### config.mk
export PLATFORM = sky130hd
export DESIGN_NAME = score_display_ctrl_flat
export DESIGN_NICKNAME = d
export VERILOG_FILES = /design/src/rtl/score_display_ctrl_pkg.sv /design/src/rtl/score_display_ctrl_if.sv /design/src/rtl/score_display_ctrl_bin2bcd.sv /design/src/rtl/segment.sv /design/src/rtl/score_display_ctrl.sv /design/src/flat_wrapper.sv
export SDC_FILE = /design/constraint.sdc
export NUM_CORES = 1
export LEC_CHECK = 0
export ABC_AREA = 1
export CAP_MARGIN = 20
export CORE_MARGIN = 2
export CORE_UTILIZATION = 32
export DETAILED_ROUTE_END_ITERATION = 8
export SYNTH_ARGS = -nofsm -noshare
export SYNTH_HDL_FRONTEND = slang
export SYNTH_SLANG_ARGS = --single-unit
### constraint.sdc
create_clock -name clk -period 3.6 [get_ports clk]
set_input_delay 0.72 -clock clk [delete_from_list [all_inputs] [get_ports clk]]
set_output_delay 0.72 -clock clk [all_outputs]
set_load 0.01 [all_outputs]
### src/rtl/score_display_ctrl_pkg.sv
// Shared constants, FSM states and helpers for the HEX score display.
// Segment codes are active-low, bit 6 = g ... bit 0 = a.
package score_display_ctrl_pkg;

  localparam logic [6:0] SEG_0    = 7'b1000000;
  localparam logic [6:0] SEG_1    = 7'b1111001;
  localparam logic [6:0] SEG_2    = 7'b0100100;
  localparam logic [6:0] SEG_3    = 7'b0110000;
  localparam logic [6:0] SEG_4    = 7'b0011001;
  localparam logic [6:0] SEG_5    = 7'b0010010;
  localparam logic [6:0] SEG_6    = 7'b0000010;
  localparam logic [6:0] SEG_7    = 7'b1111000;
  localparam logic [6:0] SEG_8    = 7'b0000000;
  localparam logic [6:0] SEG_9    = 7'b0010000;
  localparam logic [6:0] SEG_OFF  = 7'h7F;
  localparam logic [6:0] SEG_DASH = 7'b0111111;

  typedef enum logic [1:0] {
    ST_IDLE,
    ST_CONVERT,
    ST_COMMIT
  } state_t;

  function automatic logic [63:0] pow10(input int n);
    logic [63:0] p;
    p = 64'd1;
    for (int i = 0; i < n; i++) p = p * 64'd10;
    return p;
  endfunction

endpackage

### src/rtl/score_display_ctrl_if.sv
// Load/status/segment bundle between control logic and the display block.
interface score_display_ctrl_if #(
  parameter int BIN_W      = 20,
  parameter int NUM_DIGITS = 6
);
  logic [BIN_W-1:0]        value_i;
  logic                    load_i;
  logic                    blank_i;
  logic                    busy_o;
  logic                    done_o;
  logic                    overflow_o;
  logic [7*NUM_DIGITS-1:0] hex_o;

  modport master (
    output value_i, load_i, blank_i,
    input  busy_o, done_o, overflow_o, hex_o
  );

  modport slave (
    input  value_i, load_i, blank_i,
    output busy_o, done_o, overflow_o, hex_o
  );
endinterface

### src/rtl/score_display_ctrl_bin2bcd.sv
// Iterative double-dabble core: one add-3/shift step per cycle.
module bin2bcd_dd #(
  parameter int BIN_W      = 20,
  parameter int NUM_DIGITS = 6
) (
  input  logic                    clk,
  input  logic                    rst_n,
  input  logic                    i_start,
  input  logic [BIN_W-1:0]        i_value,
  output logic                    o_done,
  output logic [4*NUM_DIGITS-1:0] o_bcd
);
  localparam int CW = $clog2(BIN_W + 1);

  logic [BIN_W-1:0]        r_bin;
  logic [4*NUM_DIGITS-1:0] r_bcd;
  logic [CW-1:0]           r_cnt;
  logic                    r_run;
  logic [4*NUM_DIGITS-1:0] w_adj;

  always_comb begin
    w_adj = r_bcd;
    for (int k = 0; k < NUM_DIGITS; k++) begin
      if (r_bcd[4*k +: 4] >= 4'd5)
        w_adj[4*k +: 4] = r_bcd[4*k +: 4] + 4'd3;
    end
  end

  always_ff @(posedge clk) begin
    if (!rst_n) begin
      r_bin <= '0;
      r_bcd <= '0;
      r_cnt <= '0;
      r_run <= 1'b0;
    end else if (i_start) begin
      r_bin <= i_value;
      r_bcd <= '0;
      r_cnt <= CW'(BIN_W);
      r_run <= 1'b1;
    end else if (r_run) begin
      {r_bcd, r_bin} <= {w_adj, r_bin} << 1;
      r_cnt <= r_cnt - CW'(1);
      if (r_cnt == CW'(1)) r_run <= 1'b0;
    end
  end

  // high in the cycle whose closing edge performs the final shift
  assign o_done = r_run && (r_cnt == CW'(1));
  assign o_bcd  = r_bcd;
endmodule

### src/rtl/segment.sv
// BCD digit to active-low 7-segment code; non-decimal codes go dark.
import score_display_ctrl_pkg::*;

module segment (
  input  logic [3:0] i_digit,
  output logic [6:0] o_seg
);
  always_comb begin
    o_seg = SEG_OFF;
    case (i_digit)
      4'd0: o_seg = SEG_0;
      4'd1: o_seg = SEG_1;
      4'd2: o_seg = SEG_2;
      4'd3: o_seg = SEG_3;
      4'd4: o_seg = SEG_4;
      4'd5: o_seg = SEG_5;
      4'd6: o_seg = SEG_6;
      4'd7: o_seg = SEG_7;
      4'd8: o_seg = SEG_8;
      4'd9: o_seg = SEG_9;
      default: o_seg = SEG_OFF;
    endcase
  end
endmodule

### src/rtl/score_display_ctrl.sv
// Load sequencing, pending slot, blanking and registered HEX outputs
// wrapped around the double-dabble core.
import score_display_ctrl_pkg::*;

module score_display_ctrl #(
  parameter int BIN_W      = 20,
  parameter int NUM_DIGITS = 6
) (
  input  logic                clk,
  input  logic                rst_n,
  score_display_ctrl_if.slave bus
);
  localparam logic [63:0] LIMIT = pow10(NUM_DIGITS);

  state_t                  r_state, w_next;
  logic                    r_pend;
  logic [BIN_W-1:0]        r_pend_val;
  logic                    r_ovf;
  logic [4*NUM_DIGITS-1:0] r_disp_bcd;
  logic                    r_disp_ovf;
  logic                    r_disp_vld;
  logic                    r_done;
  logic [7*NUM_DIGITS-1:0] r_hex;

  logic                    w_start_req;
  logic                    w_core_start;
  logic                    w_core_done;
  logic [4*NUM_DIGITS-1:0] w_core_bcd;
  logic [BIN_W-1:0]        w_src_val;
  logic                    w_src_ovf;
  logic [NUM_DIGITS-1:0]   w_lead;
  logic [6:0]              w_seg [NUM_DIGITS];
  logic [7*NUM_DIGITS-1:0] w_hex_nxt;

  bin2bcd_dd #(.BIN_W(BIN_W), .NUM_DIGITS(NUM_DIGITS)) u_dd (
    .clk     (clk),
    .rst_n   (rst_n),
    .i_start (w_core_start),
    .i_value (w_src_val),
    .o_done  (w_core_done),
    .o_bcd   (w_core_bcd)
  );

  // a load arriving in COMMIT supersedes the held one
  assign w_src_val = bus.load_i ? bus.value_i : r_pend_val;
  assign w_src_ovf = 64'(w_src_val) >= LIMIT;

  always_comb begin
    w_next       = r_state;
    w_start_req  = 1'b0;
    w_core_start = 1'b0;
    unique case (r_state)
      ST_IDLE:    w_start_req = bus.load_i;
      ST_CONVERT: if (w_core_done) w_next = ST_COMMIT;
      ST_COMMIT: begin
        w_next      = ST_IDLE;
        w_start_req = bus.load_i | r_pend;
      end
      default:    w_next = ST_IDLE;
    endcase
    if (w_start_req) begin
      w_next       = w_src_ovf ? ST_COMMIT : ST_CONVERT;
      w_core_start = !w_src_ovf;
    end
  end

  always_ff @(posedge clk) begin
    if (!rst_n) begin
      r_state    <= ST_IDLE;
      r_pend     <= 1'b0;
      r_pend_val <= '0;
      r_ovf      <= 1'b0;
      r_disp_bcd <= '0;
      r_disp_ovf <= 1'b0;
      r_disp_vld <= 1'b0;
      r_done     <= 1'b0;
      r_hex      <= {NUM_DIGITS{SEG_OFF}};
    end else begin
      r_state <= w_next;
      r_done  <= (r_state == ST_COMMIT);
      r_hex   <= w_hex_nxt;
      if (w_start_req) r_ovf <= w_src_ovf;
      if (r_state == ST_COMMIT) begin
        r_disp_bcd <= r_ovf ? '0 : w_core_bcd;
        r_disp_ovf <= r_ovf;
        r_disp_vld <= 1'b1;
        r_pend     <= 1'b0;
      end else if (r_state != ST_IDLE && bus.load_i) begin
        r_pend     <= 1'b1;
        r_pend_val <= bus.value_i;
      end
    end
  end

  for (genvar k = 0; k < NUM_DIGITS; k++) begin : g_dig
    segment u_seg (
      .i_digit (r_disp_bcd[4*k +: 4]),
      .o_seg   (w_seg[k])
    );
    assign w_lead[k] = |r_disp_bcd[4*NUM_DIGITS-1:4*k];
  end

  // stays dark until the first value has been committed
  always_comb begin
    w_hex_nxt = {NUM_DIGITS{SEG_OFF}};
    for (int k = 0; k < NUM_DIGITS; k++) begin
      if (bus.blank_i || !r_disp_vld)
        w_hex_nxt[7*k +: 7] = SEG_OFF;
      else if (r_disp_ovf)
        w_hex_nxt[7*k +: 7] = SEG_DASH;
      else if (k == 0 || w_lead[k])
        w_hex_nxt[7*k +: 7] = w_seg[k];
    end
  end

  assign bus.busy_o     = (r_state != ST_IDLE) | r_pend;
  assign bus.done_o     = r_done;
  assign bus.overflow_o = r_disp_ovf;
  assign bus.hex_o      = r_hex;
endmodule

### src/flat_wrapper.sv
// flat-port wrapper written by rule: the top's interface ports become plain ports
module score_display_ctrl_flat 
#(
  parameter int BIN_W      = 20,
  parameter int NUM_DIGITS = 6
)
  (clk, rst_n, bus_value_i, bus_load_i, bus_blank_i, bus_busy_o, bus_done_o, bus_overflow_o, bus_hex_o);
  score_display_ctrl_if #(.BIN_W(BIN_W), .NUM_DIGITS(NUM_DIGITS)) bus_i ();
  input  logic clk;
  input  logic rst_n;
  input wire logic [$bits(bus_i.value_i)-1:0] bus_value_i;
  input wire logic [$bits(bus_i.load_i)-1:0] bus_load_i;
  input wire logic [$bits(bus_i.blank_i)-1:0] bus_blank_i;
  output wire logic [$bits(bus_i.busy_o)-1:0] bus_busy_o;
  output wire logic [$bits(bus_i.done_o)-1:0] bus_done_o;
  output wire logic [$bits(bus_i.overflow_o)-1:0] bus_overflow_o;
  output wire logic [$bits(bus_i.hex_o)-1:0] bus_hex_o;
  assign bus_i.value_i = bus_value_i;
  assign bus_i.load_i = bus_load_i;
  assign bus_i.blank_i = bus_blank_i;
  assign bus_busy_o = bus_i.busy_o;
  assign bus_done_o = bus_i.done_o;
  assign bus_overflow_o = bus_i.overflow_o;
  assign bus_hex_o = bus_i.hex_o;
  score_display_ctrl #(.BIN_W(BIN_W), .NUM_DIGITS(NUM_DIGITS)) u_core (.clk(clk), .rst_n(rst_n), .bus(bus_i));
endmodule
==> results.toml, run 1 <==
[floorplan]
core_sq_um = 24460
io_pins = 69
rows = 57
die_x_microns = 162.2
start_util_pct = 32.72
dieHeight_microns = 162.2
die_area_sq_um = 26300

[worst_setup_path]
critPathBufInv = 4
crit_family = "buffers and inverters"
worstPathCellList = "clkdlybuf4s50_1 > inv_2 > nor2_8 > inv_2 > o21ai_1 > inv_1 > ha_1 > o21ai_0 > o21ai_0"
crit_required_ns = 3.90
slowest_stage = "clkdlybuf4s50_1"
critical_path.max_fanout = 17
cp_slowest_stage_delay_ns = 0.53
end_kind = "flip-flop"
worstPathArrival_ns = 2.91
start_kind = "primary input"
criticalPathCategory = "in -> reg"

[cells_and_area]
diodes = 0
drive_gt1_share_pct = 7.411
final_common_cell = "dfxtp_1"
nFillCells = 2509
fin_area_sq_um = 9557
area_growth_pct = 19.38
mostFrequentLayoutCells = "185 x dfxtp_1, 184 x nand2_1, 138 x inv_1, 112 x o21ai_0, 88 x nor2_1"
nets = 1148

[pwr]
p_leak_nw = 3.986
peakVddDrop_uv = 254.3
switching_share_pct = 26.06
internal_power_w = 0.003243
power_switching_w = 0.001143
power_density_nw_per_um2 = 458.9
p_clk_share_pct = 42.9
p_comb_share_pct = 8.2
p_seq_share_pct = 48.9

[clock_network]
cts_resized = 0
numCtsBuffers = 17
cts_setup_buffers = 0
clkLatencyLatePin_ns = 0.43
root_buffer = "clkbuf_16"
clk_pin_slew_worst_paths_ns = 0.07
cts.path.max_buffers = 2
cts_hold_buf = 0
cts_tree = "yes"
clock_sinks = 185
cts_max_level = 4

[timing]
max_slew_margin_pct = 48.27
finalMaxSlewViolations = 0
tightest_slew_ns = 0.7751
finalCritPeriodShare_pct = 72.53
min_period_ns = 2.611
max_clock_freq_mhz = 383.0
setup_viol = 0
rsz0062_at_grt = "false"
fin_skew_ns = 0.01062
tns_ns = 0
hold_violations = 0

[global_route]
antenna_found_initial = 0
grt_max_degree = 60
grt_pass1_wl_microns = 27590
grt_use_total_pct = 12.87
first_global_vias = 5735
gr-total-overflow = 0

[detailed_routing]
avgViaCountPerCell = 4.470
finalWirelength_microns = 16320
drc = 0
ant_nets = 0
drt-initial-drc-count = 456
num_vias = 6334
wl_per_cell_microns = 11.52
dr.pass1.iters = 5

[run]
drv_cap = 0

[synthesis]
yosys_warnings = 0
yosys.area.top_type = "dfxtp_1"
ys_types = 39
synth_flop_cell = "dfxtp_1"
ys_top_cells_by_area = "dfxtp_1 46%, nand2_1 8.6%, o21ai_0 7.0%"
syn-instance-count = 1020
ys_ff_latch = 185
yosysSeqAreaShare_pct = 46.26
yosys.area.top_type_share_pct = 46.26
syn_nets = 1088
synth.cell_area_sq_um = 8005
async_flop_share_pct = 0
avgSynthCellArea_sq_um = 7.848
synth_edf_count = 0

[place]
dpl_cell_area_sq_um = 8965
port_buffers = 68
gp_congestion = 0.7850
dpl.hpwl_microns = 11140

[hold_path]
min-delay-path-class = "reg -> reg"

[outcome]
status = "finished, final reports clean"
-- worst register-to-register path: stages, from the launching register on --
cell     delay (ns)
dfxtp_1        0.47
inv_2          0.07
nand2_4        0.14
inv_2          0.14
nor2_8         0.21
inv_2          0.23
o21ai_1        0.37
inv_1          0.16
ha_1           0.22
o21ai_0        0.21
o21ai_0        0.11
-- power groups by stage --
stage | clock network [W] | registers, W | logic [W]
2_1_floorplan | 0 | 0.00218 | 0.000274
3_5_place_dp | 0 | 0.00219 | 0.000364
6_report | 0.00188 | 0.00214 | 0.000360
4_1_cts | 0.00192 | 0.00214 | 0.000364
5_1_grt | 0.00200 | 0.00215 | 0.000412
3_3_place_gp | 0 | 0.00219 | 0.000360
-- Yosys cell counts, types with 3 or more instances --
cell type	number
nor3_1	12
inv_1	138
a21oi_1	60
buf_6	6
nand3_1	47
buf_2	14
nand4_1	21
o21ai_1	12
a21oi_2	5
dfxtp_1	185
a32oi_1	7
or2_2	12
nand2_1	184
inv_2	5
nor2_1	88
clkbuf_1	17
buf_4	3
mux2i_1	5
xor2_1	8
o21ai_4	3
o21ai_2	3
o31ai_1	6
o21ai_0	112
ha_1	44
-- worst paths after layout --
| check | from | end | slack [ns] | cells past startpoint |
|---|---|---|---|---|
| hold reg to reg | u_core.g_dig[2].u_seg.o_seg[5] | u_core.bus.hex_o[19] | 0.41 | 2 |
| setup reg to reg | u_core.r_state[0] | u_core.g_dig[4].u_seg.o_seg[0] | 1.14 | 10 |
| setup / recovery | rst_n | u_core.g_dig[4].u_seg.o_seg[0] | 0.99 | 9 |
| hold / removal | u_core.g_dig[2].u_seg.o_seg[5] | u_core.bus.hex_o[19] | 0.41 | 2 |
-- cells by family after synthesis --
family	count (synthesis)	synth area share, %
mux	5	0.6252
compound gates	218	15.38
buf+inv	185	9.597
fa+ha+maj	44	6.877
xor+xnor	10	1.094
flops	185	46.26
simple gates	373	20.16
-- through the flow --
| stage | instances | utilization, % | power (W) | hold slack, ns | setup slack [ns] |
|---|---|---|---|---|---|
| after floorplan | 1020 | - | 0.002455 | 0.3875 | 1.465 |
| after global placement | 1385 | 36.65 | 0.002548 | 0.3904 | 0.5842 |
| after detailed placement | 1385 | 36.65 | 0.002553 | 0.3942 | 0.5268 |
| after CTS | 1417 | 39.07 | 0.004429 | 0.4111 | 0.9923 |
| after global routing | 1417 | 39.07 | 0.004567 | 0.4206 | 0.7561 |
| final | 1417 | 39.07 | 0.004385 | 0.4092 | 0.9887 |
-- layout make-up --
type | instances | area (sq um) | share of cell area [%]
sequential | 185 | 3704 | 38.75
multi-input combinational | 650 | 3533 | 36.97
timing repair buffer | 81 | 778.2 | 8.143
inverter | 145 | 544.3 | 5.695
clock buffer | 18 | 439.2 | 4.595
tap | 324 | 405.4 | 4.242
clock inverter | 14 | 152.6 | 1.597
-- flip-flops by register name (all words and copies together), names as in the netlist --
register	flops
u_core.bus.hex_o	42
u_core.g_dig.u_seg.o_seg	42
u_core.r_disp_bcd	24
u_core.u_dd.o_bcd	24
u_core.r_pend_val	20
u_core.u_dd.r_bin	20
u_core.u_dd.r_cnt	5
u_core.r_state	2
u_core.bus.done_o	1
u_core.bus.overflow_o	1
u_core.r_disp_vld	1
u_core.r_ovf	1
u_core.r_pend	1
u_core.u_dd.r_run	1
-- per-layer routing --
layer  part of all wire, %  GRT usage, %
met5                     0             0
met4                   1.1         3.741
met3                   3.4         2.605
met2                    46         21.47
met1                    49         16.86
(Power assumes the default switching activity.)
==> run 2, diff against run 1 <==
==> constraint.sdc (replaced) <==
create_clock -name clk -period 2.3 [get_ports clk]
set_input_delay 0.46 -clock clk [delete_from_list [all_inputs] [get_ports clk]]
set_output_delay 0.46 -clock clk [all_outputs]
set_load 0.01 [all_outputs]
==> results.toml, run 2 (same netlist as run 1, synthesis figures left out) <==
[outcome]
status = "finished, final reports clean"

[timing]
finalMaxSlewViolations = 0
max_clock_freq_mhz = 476.1
fin_skew_ns = 0.01948
hold_violations = 0
finalCritPeriodShare_pct = 91.32
setup_viol = 0
rsz0062_at_grt = "false"
tightest_slew_ns = 0.8196
max_slew_margin_pct = 45.30
min_period_ns = 2.100

[floorplan]
die_area_sq_um = 26300
io_pins = 69
core_sq_um = 24460
die_x_microns = 162.2
rows = 57
dieHeight_microns = 162.2
start_util_pct = 32.72

[global_route]
first_global_vias = 6236
grt_pass1_wl_microns = 28610
grt_use_total_pct = 13.20
antenna_found_initial = 0
grt_max_degree = 60
gr-total-overflow = 0

[clock_network]
cts_max_level = 4
clock_sinks = 185
cts_tree = "yes"
clkLatencyLatePin_ns = 0.44
numCtsBuffers = 17
root_buffer = "clkbuf_16"
cts.path.max_buffers = 2
clk_pin_slew_worst_paths_ns = 0.07

[detailed_routing]
avgViaCountPerCell = 4.491
drc = 0
finalWirelength_microns = 16560
ant_nets = 0
dr.pass1.iters = 4
num_vias = 6637
wl_per_cell_microns = 11.20
drt-initial-drc-count = 270

[cells_and_area]
stdcell_count = 1478
area_growth_pct = 26.77
nets = 1209
fin_util_pct = 41.49
final_common_cell = "dfxtp_1"
diodes = 0
mostFrequentLayoutCells = "185 x dfxtp_1, 184 x nand2_1, 138 x inv_1, 112 x o21ai_0, 88 x nor2_1"
drive_gt1_share_pct = 12.48

[worst_setup_path]
crit_required_ns = 2.60
worstPathArrival_ns = 2.40
criticalPathCategory = "reg -> reg"
critical_path.max_fanout = 24
start_kind = "flip-flop"
slowest_stage = "inv_1"
worstPathCellList = "inv_1 > nand3_1 > o21ai_1 > inv_1 > ha_1 > o21ai_0 > o21ai_0"
end_kind = "flip-flop"
cp_slowest_stage_delay_ns = 0.59
rr_worst_depth = 7

[hold_path]
hold_depth = 2
min-delay-path-class = "reg -> reg"

[place]
dpl.hpwl_microns = 11730
gp_congestion = 0.8004
placedCellCount = 1446
port_buffers = 68

[run]
drv_cap = 0

[pwr]
power_density_nw_per_um2 = 693.9
peakVddDrop_uv = 668.9
p_leak_nw = 4.329
## run 2: changes by cell type in the layout (fill, tap and decap cells not counted), moves of 2 or more
cell and change:
buf_4 +56, clkinv_8 +7, buf_12 +5, inv_8 -4, a32oi_1 -2, clkinv_4 -2
clkinvlp_4 -2
## run 2: per-layer routing
metal / track usage, % / wire length (microns) / up-vias
li1: - / - / 3531
met5: 0 / 0 / -
met1: 16.32 / 7952 / 2999
met4: 3.741 / 190 / 0
met2: 23.13 / 7894 / 92
met3: 2.860 / 520 / 15
## run 2: report_power, final
| group | total, W | leakage, nW | internal [W] | switching, W |
|---|---|---|---|---|
| clock | 0.00304 | 0.303 | 0.00161 | 0.00144 |
| combinational | 0.000649 | 2.52 | 0.000276 | 0.000373 |
| sequential | 0.00335 | 1.50 | 0.00330 | 0.0000556 |
## run 2: per-stage QoR
step / setup slack, ns / hold WS (ns) / area, sq um / TNS (ns) / total power, W
3_3_place_gp: -0.1724 / 0.3884 / 9485 / -4.311 / 0.004068
4_1_cts: 0.1307 / 0.4099 / 10120 / 0 / 0.007133
6_report: 0.1997 / 0.4081 / 10150 / 0 / 0.007042
2_1_floorplan: 0.4248 / 0.3875 / 8005 / 0 / 0.003843
5_1_grt: 0.01546 / 0.4236 / 10150 / 0 / 0.007361
3_5_place_dp: -0.2226 / 0.3922 / 9485 / -6.684 / 0.004078
## run 2: worst max-delay path, delay by kind of cell (launching register included)
kind / cells / cell delay, ns
fa+ha+maj: 1 / 0.20
simple gates: 1 / 0.24
compound gates: 3 / 0.52
flops: 1 / 0.31
buf+inv: 2 / 0.71
## run 2: final timing paths
kind,from,slack [ns],endpoint
setup / recovery,u_core.r_ovf,0.20,u_core.g_dig[2].u_seg.o_seg[0]
hold / removal,u_core.g_dig[2].u_seg.o_seg[4],0.41,u_core.bus.hex_o[18]
hold reg to reg,u_core.g_dig[2].u_seg.o_seg[4],0.41,u_core.bus.hex_o[18]
setup reg to reg,u_core.r_ovf,0.20,u_core.g_dig[2].u_seg.o_seg[0]
## run 2: area by class of cell
type,instances,area [sq um]
clock buffers,18,439.2
multi-input cells,650,3560
well taps,324,405.4
fillers,2414,14310
inverters,145,544.3
flip-flops and latches,185,3704
clock inverters,14,197.7
repair buffers,142,1299
## run 2: repair_timing
item / in CTS / in global routing
hold endpoints to repair: 0 / 0
setup buffers: 0 / 0
endpoints found under the setup margin: 0 / 8
resized for setup: 0 / 3
hold buffers: 0 / 0
==> run 3, diff against run 2 <==
--- a/config.mk
+++ b/config.mk
@@ -7,6 +7,7 @@
 export LEC_CHECK = 0
 export ABC_AREA = 1
 export CAP_MARGIN = 20
+export CORE_ASPECT_RATIO = 1.4
 export CORE_MARGIN = 2
 export CORE_UTILIZATION = 32
 export DETAILED_ROUTE_END_ITERATION = 8
==> results.toml, run 3 (same netlist as run 1, synthesis figures left out) <==
[place]
dpl.hpwl_microns = 12010
gp_congestion = 0.8182
port_buffers = 68
placedCellCount = 1435

[timing]
max_clock_freq_mhz = 473.3
min_period_ns = 2.113
setup_viol = 0
tightest_slew_ns = 0.7247
fin_skew_ns = 0.01367
hold_ws_ns = 0.4079
finalCritPeriodShare_pct = 91.86
rsz0062_at_grt = "true"
hold_violations = 0
max_slew_margin_pct = 51.64
finalMaxSlewViolations = 0

[cells_and_area]
diodes = 0
fin_util_pct = 41.02
nets = 1207
mostFrequentLayoutCells = "185 x dfxtp_1, 184 x nand2_1, 138 x inv_1, 112 x o21ai_0, 88 x nor2_1"
drive_gt1_share_pct = 12.33
stdcell_count = 1467
area_growth_pct = 25.99
final_common_cell = "dfxtp_1"

[clock_network]
cts.path.max_buffers = 2
clkLatencyLatePin_ns = 0.44
cts_tree = "yes"
clk_pin_slew_worst_paths_ns = 0.07
numCtsBuffers = 17
clock_sinks = 185
cts_hold_buf = 0
cts_max_level = 4
root_buffer = "clkbuf_16"

[worst_setup_path]
critical_path.max_fanout = 24
worstPathCellList = "inv_1 > a32oi_1 > inv_1 > ha_1 > o21ai_0 > o21ai_0"
end_kind = "flip-flop"
slowest_stage = "a32oi_1"
criticalPathCategory = "reg -> reg"
crit_required_ns = 2.61
start_kind = "flip-flop"
worstPathArrival_ns = 2.43
critPathBufInv = 2
cp_slowest_stage_delay_ns = 0.62
crit_family = "compound AO/OA/AOI/OAI gates"

[pwr]
p_leak_nw = 4.319
power_density_nw_per_um2 = 684.4
fin_total_pwr_w = 0.006903
peakVddDrop_uv = 602.7

[floorplan]
dieHeight_microns = 191.1
io_pins = 69
rows = 68
die_x_microns = 137.7
start_util_pct = 32.56
die_area_sq_um = 26320
core_sq_um = 24590

[detailed_routing]
drc = 0
drt-initial-drc-count = 196
dr.pass1.iters = 4
avgViaCountPerCell = 4.498
wl_per_cell_microns = 11.23
finalWirelength_microns = 16480
num_vias = 6598
ant_nets = 0

[hold_path]
min-delay-path-class = "reg -> reg"

[run]
drv_cap = 0

[outcome]
status = "finished, final reports clean"

[global_route]
grt_max_degree = 60
first_global_vias = 6177
grt_pass1_wl_microns = 28320
grt_use_total_pct = 13.41
gr-total-overflow = 0
antenna_found_initial = 0
==> run 3: tightest hold or removal path, cell delays in order (launching register included) <==
cell	delay [ns]
dfxtp_1	0.31
inv_1	0.03
nand2_1	0.04
==> run 3: area by class of cell <==
type	instances	area [sq um]
fillers	2493	14500
flip-flops and latches	185	3704
multi-input cells	650	3548
repair buffers	140	1309
inverters	145	544.3
clock buffers	17	425.4
well taps	315	394.1
clock inverters	15	161.4
==> run 3: stage by stage <==
stage	worst slack [ns]	TNS, ns	area, sq um
after floorplan	0.4248	0	8005
after global placement	-0.2412	-9.038	9484
final	0.1872	0	10090
after CTS	0.1779	0	10070
after detailed placement	-0.2535	-10.82	9484
after global routing	-0.03230	-0.1286	10090
==> run 3: final timing paths <==
| kind | start | endpoint | slack (ns) | depth (start not counted) |
|---|---|---|---|---|
| hold / removal | u_core.g_dig[5].u_seg.o_seg[5] | u_core.bus.hex_o[40] | 0.41 | 2 |
| hold reg to reg | u_core.g_dig[5].u_seg.o_seg[5] | u_core.bus.hex_o[40] | 0.41 | 2 |
| setup / recovery | u_core.r_ovf | u_core.g_dig[0].u_seg.o_seg[5] | 0.19 | 6 |
| setup reg to reg | u_core.r_ovf | u_core.g_dig[0].u_seg.o_seg[5] | 0.19 | 6 |
==> run 3: timing repair <==
action / 4_1_cts / 5_1_grt
endpoints found under the setup margin: 0 / 10
resized for setup: 0 / 2
hold endpoints to repair: 0 / 0
setup buffers: 0 / 0
==> run 3: per-layer routing <==
| metal | vias up | global-route usage, % | wire length, microns | share of wire (%) |
|---|---|---|---|---|
| li1 | 3523 | - | - | - |
| met1 | 2958 | 14.92 | 7223 | 44 |
| met2 | 93 | 24.51 | 8450 | 51 |
| met3 | 24 | 2.811 | 453 | 2.7 |
| met4 | 0 | 5.274 | 353 | 2.1 |
| met5 | - | 0 | 0 | 0 |
==> run 3: power breakdown <==
part           total, W  internal (W)  switching (W)
registers       0.00335       0.00330      0.0000558
clock network   0.00291       0.00154        0.00137
logic          0.000644      0.000278       0.000365
